<file path="src/rtl/seq_mult_hs.sv">
// seq_mult_hs - sequential shift-and-add multiplier with valid/ready handshakes.
//
// Takes one operand pair at a time and iterates one multiplier bit per cycle.
// The full 2W-bit product is held until the consumer accepts it.
// Signed operation uses sign-magnitude: the magnitudes are multiplied unsigned,
// and the result is negated when the operand signs differ.
//
// Optional feature macro: SEQ_MULT_EARLY_TERM_EN
//   When defined, the iteration stops as soon as the remaining multiplier bits
//   are at most 1. The result is unchanged, but latency becomes msb(B)+1.
//   When undefined, every operation takes exactly W cycles.
//
// Parameters:
//   W             operand width (W >= 2)
// Ports:
//   clk           clock, rising edge
//   rst           asynchronous active-high reset
//   in_valid      operand pair and mode are valid
//   in_ready      block can accept operands (IDLE only)
//   signed_mode   1 = two's-complement operands, 0 = unsigned; sampled on accept
//   multiplicand  operand A
//   multiplier    operand B
//   out_valid     product holds a final result
//   out_ready     consumer accepts the result
//   product       registered 2W-bit result
//   busy          high in RUN or DONE
module seq_mult_hs #(
  parameter int W = 8
) (
  input  logic           clk,
  input  logic           rst,
  input  logic           in_valid,
  output logic           in_ready,
  input  logic           signed_mode,
  input  logic [W-1:0]   multiplicand,
  input  logic [W-1:0]   multiplier,
  output logic           out_valid,
  input  logic           out_ready,
  output logic [2*W-1:0] product,
  output logic           busy
);

  localparam int CW = $clog2(W);

  typedef enum logic [1:0] {
    IDLE = 2'd0,
    RUN  = 2'd1,
    DONE = 2'd2
  } state_t;

  state_t state, state_next;

  logic [2*W-1:0] a;
  logic [W-1:0]   b;
  logic [CW-1:0]  count;
  logic           neg;

  logic [W-1:0]   mag_a;
  logic [W-1:0]   mag_b;
  logic [2*W-1:0] sum;
  logic           last;
  logic           accept;

  assign accept = in_valid && (state == IDLE);

  // Magnitudes: -2^(W-1) negates to itself, which reads correctly as unsigned.
  always_comb begin
    mag_a = multiplicand;
    mag_b = multiplier;
    if (signed_mode && multiplicand[W-1]) mag_a = -multiplicand;
    if (signed_mode && multiplier[W-1])   mag_b = -multiplier;
  end

  always_comb begin
    sum  = product + (b[0] ? a : '0);
    last = (count == CW'(W - 1));
`ifdef SEQ_MULT_EARLY_TERM_EN
    // Nothing left to add beyond the current bit, so finish now.
    if (b[W-1:1] == '0) last = 1'b1;
`endif
  end

  always_ff @(posedge clk or posedge rst) begin
    if (rst) state <= IDLE;
    else     state <= state_next;
  end

  always_comb begin
    state_next = state;
    case (state)
      IDLE:    if (accept) state_next = RUN;
      RUN:     if (last) state_next = DONE;
      DONE:    if (out_ready) state_next = IDLE;
      default: state_next = IDLE;
    endcase
  end

  always_comb begin
    in_ready  = (state == IDLE);
    out_valid = (state == DONE);
    busy      = (state == RUN) || (state == DONE);
  end

  always_ff @(posedge clk or posedge rst) begin
    if (rst) begin
      a       <= '0;
      b       <= '0;
      count   <= '0;
      neg     <= 1'b0;
      product <= '0;
    end else begin
      case (state)
        IDLE: begin
          if (accept) begin
            a       <= {{W{1'b0}}, mag_a};
            b       <= mag_b;
            neg     <= signed_mode & (multiplicand[W-1] ^ multiplier[W-1]);
            product <= '0;
            count   <= '0;
          end
        end
        RUN: begin
          a     <= a << 1;
          b     <= b >> 1;
          count <= count + 1'b1;
          // Sign is applied only once, on the final partial sum.
          if (last) product <= neg ? -sum : sum;
          else      product <= sum;
        end
        default: ;
      endcase
    end
  end

endmodule

</file>
<file path="config.mk">
export PLATFORM = sky130hd
export DESIGN_NAME = seq_mult_hs
export DESIGN_NICKNAME = d
export VERILOG_FILES = /design/src/rtl/seq_mult_hs.sv
export SDC_FILE = /design/constraint.sdc
export NUM_CORES = 1
export LEC_CHECK = 0
export ABC_AREA = 1
export ABC_CLOCK_PERIOD_IN_PS = 3200
export CORE_MARGIN = 2
export CORE_UTILIZATION = 40
export DETAILED_ROUTE_END_ITERATION = 10
export GPL_TIMING_DRIVEN = 0
export MAX_ROUTING_LAYER = met4
export PLACE_DENSITY = 0.61
export SYNTH_ARGS = -nofsm -noshare
export SYNTH_HDL_FRONTEND = slang
export SYNTH_SLANG_ARGS = --single-unit
</file>
<file path="constraint.sdc">
create_clock -name clk -period 3.2 [get_ports clk]
set_input_delay 0.96 -clock clk [delete_from_list [all_inputs] [get_ports clk]]
set_output_delay 0.96 -clock clk [all_outputs]
set_load 0.02 [all_outputs]
</file>
==> results.yml <==
setup_path:
  startpoint_type: "flip-flop"
  critical-path-top-cell-by-count: "nand3_1"
  crit_buf_inv: 2
  max_stage_delay_ns: 0.47
  crit_path_top_delay_cell: "dfrtp_2"
  crit_fanout: 8
  worstPathArrival_ns: 3.04
  worstPathCellList: "nand2_1, inv_1, ha_1, fa_1, inv_1, ha_1, a21boi_0, nand3_1, nor2_1, nand3_1, nor2_2, nand2_1, nand2_2, nand3_1, nand3_1, nand2_1"
  cp_data_required_time_ns: 3.40
  worstSetupPathType: "flip-flop to flip-flop"
  crit_family: "simple AND/OR/NAND/NOR gates"
  crit_path_end_kind: "flip-flop"
global_route:
  grt_pass1_vias: 3480
  busiest_layer: "met2"
  use_met1_pct: 27.7
  grt.total_usage_pct: 21.0
  grt_pass1_wl_um: 16400
  met2_usage_pct: 34.2
  antenna_found_initial: 0
  grt_util_met3_pct: 1.46
  grt.overflow.total: 0
  grt_max_degree: 35
die:
  ioPinCount: 40
  dieWidth_um: 100
  initial_core_util_pct: 40.7
  num_rows: 35
  die_area_um2: 10100
  chipHeight_um: 100
  core_area_um2: 9150
route:
  drc: 0
  drt_first_pass_iters: 5
  via_per_inst: 5.01
  route.antenna.remaining_nets: 0
  drt-initial-drc-count: 145
  wl_per_cell_um: 13.0
  drt_wl_total_um: 9510
  vias: 3663
cts:
  holdBufCountCts: 0
  path_clk_slew_ns: 0.09
  cts_resized: 0
  clock_sinks: 46
  cts.htree.levels: 2
  cts_setup_buffers: 0
  cts-root-buf: "clkbuf_8"
  insertion_delay_ns: 0.30
  cts_inserted_buffers: 5
  cts_tree: "done"
  clk_path_buf_depth: 2
synthesis:
  syn_area_per_cell_um2: 6.50
  synthCells: 573
  netlist_area_um2: 3720
  yosysWarnings: 0
  ys_ff_latch: 46
  ys_seq_area_share_pct: 30.9
  synth_nets: 618
  yosys.cell_types.count: 37
cells_and_area:
  final_nets: 664
  areaGrowthSynthToFinish_pct: 18.5
  mostFrequentLayoutCells: "199 x nand2_1, 88 x inv_1, 45 x dfrtp_1, 42 x nor2_1, 39 x clkdlybuf4s50_1"
  drive_above_1_share_pct: 4.52
  mostFrequentLayoutCell: "nand2_1"
  fin_cells: 731
  diodes: 0
sta:
  fin_crit_ns: 2.84
  drv_slew: 0
  hold_viol_final: 0
  rsz0062_at_grt: "no"
  finalSetupViolCount: 0
  fin_setup_tns_ns: 0
  fmax_mhz: 352
  worst-slew-pin-transition_ns: 0.613
  period_share_pct: 88.9
  finClkSkew_ns: 0.00206
  finalHoldWorstSlack_ns: 0.492
  maxSlewHeadroom_pct: 59.2
power_and_ir_drop:
  leakage_nw: 2.42
  powerDensity_nw_per_um2: 930
  ir_drop_mv: 0.530
outcome:
  status: "finished clean"
place:
  dp_hpwl_um: 7720
  finalWeightedCongestion: 0.948
  dp.cells: 724
  io_buffers: 39
min_path:
  min_path_type: "flip-flop to flip-flop"
run:
  maxCapViolCount: 0
==> per-layer routing <==
| metal | routed length [um] | up-vias | share of wire (%) |
|---|---|---|---|
| li1 | - | 1917 | - |
| met1 | 4560 | 1640 | 48 |
| met2 | 4440 | 92 | 47 |
| met3 | 335 | 14 | 3.5 |
| met4 | 173 | 0 | 1.8 |
| met5 | 0 | - | 0 |
==> cell families after synthesis <==
| kind of cell | count (synthesis) | synth area share [%] |
|---|---|---|
| simple gates | 299 | 33.3 |
| xor+xnor | 9 | 2.12 |
| buf+inv | 105 | 11.2 |
| fa+ha+maj | 24 | 8.27 |
| flops | 46 | 30.9 |
| compound gates | 90 | 14.3 |
==> state kept, by name, indices dropped and copies added, names as in the netlist <==
signal   count
state        2
count        3
b            8
a           16
product     16
neg          1
==> tightest hold or removal path, cell delays in order (launching register included) <==
cell	delay [ns]
dfrtp_1	0.35
nand2_1	0.05
o21ai_0	0.06
==> per-stage QoR <==
| stage | power, mW | area (um2) | worst slack, ns | util, % |
|---|---|---|---|---|
| after floorplan | 2.81 | 3720 | 0.670 | - |
| after global placement | 3.52 | 4250 | 0.106 | 46.5 |
| after detailed placement | 3.57 | 4270 | 0.153 | 46.7 |
| after CTS | 4.13 | 4410 | 0.137 | 48.2 |
| after global routing | 4.51 | 4410 | 0.0799 | 48.2 |
| final | 4.10 | 4410 | 0.356 | 48.2 |
==> synth_stat cells <==
| library cell | number | share of area [%] |
|---|---|---|
| nand2_1 | 199 | 20 |
| inv_1 | 89 | 9.0 |
| dfrtp_1 | 46 | 31 |
| nor2_1 | 42 | 4.2 |
| nand3_1 | 33 | 4.4 |
| o21ai_0 | 33 | 4.4 |
| ha_1 | 23 | 7.7 |
| a21oi_1 | 22 | 3.0 |
| clkbuf_1 | 10 | 1.0 |
| o211ai_1 | 9 | 1.8 |
| o22ai_1 | 7 | 1.2 |
| xor2_1 | 7 | 1.6 |
| nand2_2 | 5 | 0.84 |
| nor3_1 | 5 | 0.67 |
| nand3b_1 | 4 | 0.81 |
| nand4_1 | 4 | 0.67 |
| o31ai_1 | 4 | 0.81 |
| a22o_1 | 3 | 0.71 |
| a21oi_2 | 2 | 0.47 |
| a31oi_1 | 2 | 0.34 |
| and2_1 | 2 | 0.34 |
| clkbuf_8 | 2 | 0.74 |
| inv_2 | 2 | 0.20 |
| nor2_2 | 2 | 0.34 |
| o21ai_1 | 2 | 0.27 |
| o221ai_1 | 2 | 0.47 |
| xnor2_1 | 2 | 0.47 |
| a21boi_0 | 1 | 0.20 |
| a21o_1 | 1 | 0.20 |
| a22oi_1 | 1 | 0.20 |
| buf_2 | 1 | 0.13 |
| clkinv_1 | 1 | 0.10 |
| fa_1 | 1 | 0.54 |
| nand2_4 | 1 | 0.30 |
| nand3_2 | 1 | 0.27 |
| nor2_4 | 1 | 0.30 |
| o21bai_1 | 1 | 0.20 |
==> where the power goes <==
group          switching (mW)  total (mW)  leakage, nW  internal [mW]
sequential              0.191        1.02        0.598          0.830
combinational            1.61        2.55         1.75          0.938
clock                   0.204       0.537       0.0714          0.333
total                    2.00        4.10         2.42           2.10
==> final cells by class <==
class / instances / area (um2)
fillers: 942 / 4740
multi-input cells: 422 / 2160
flip-flops and latches: 46 / 1150
repair buffers: 40 / 410
inverters: 92 / 345
well taps: 111 / 139
clock buffers: 6 / 82.6
plain buffers: 12 / 66.3
clock inverters: 2 / 60.1
==> path summary, 6_finish.rpt <==
kind	startpoint	to	slack, ns	cells past startpoint
worst min register to register	a[15]$_DFFE_PP0P_	a[15]$_DFFE_PP0P_	0.49	2
worst max-delay path	b[0]$_DFFE_PP0P_	product[14]$_DFFE_PP0P_	0.36	16
min in group asynchronous	rst	b[4]$_DFFE_PP0P_	0.92	2
worst min-delay path	a[15]$_DFFE_PP0P_	a[15]$_DFFE_PP0P_	0.49	2
worst max register to register	b[0]$_DFFE_PP0P_	product[14]$_DFFE_PP0P_	0.36	16
max in group asynchronous	rst	b[0]$_DFFE_PP0P_	1.80	3
(Power assumes the default switching activity.)
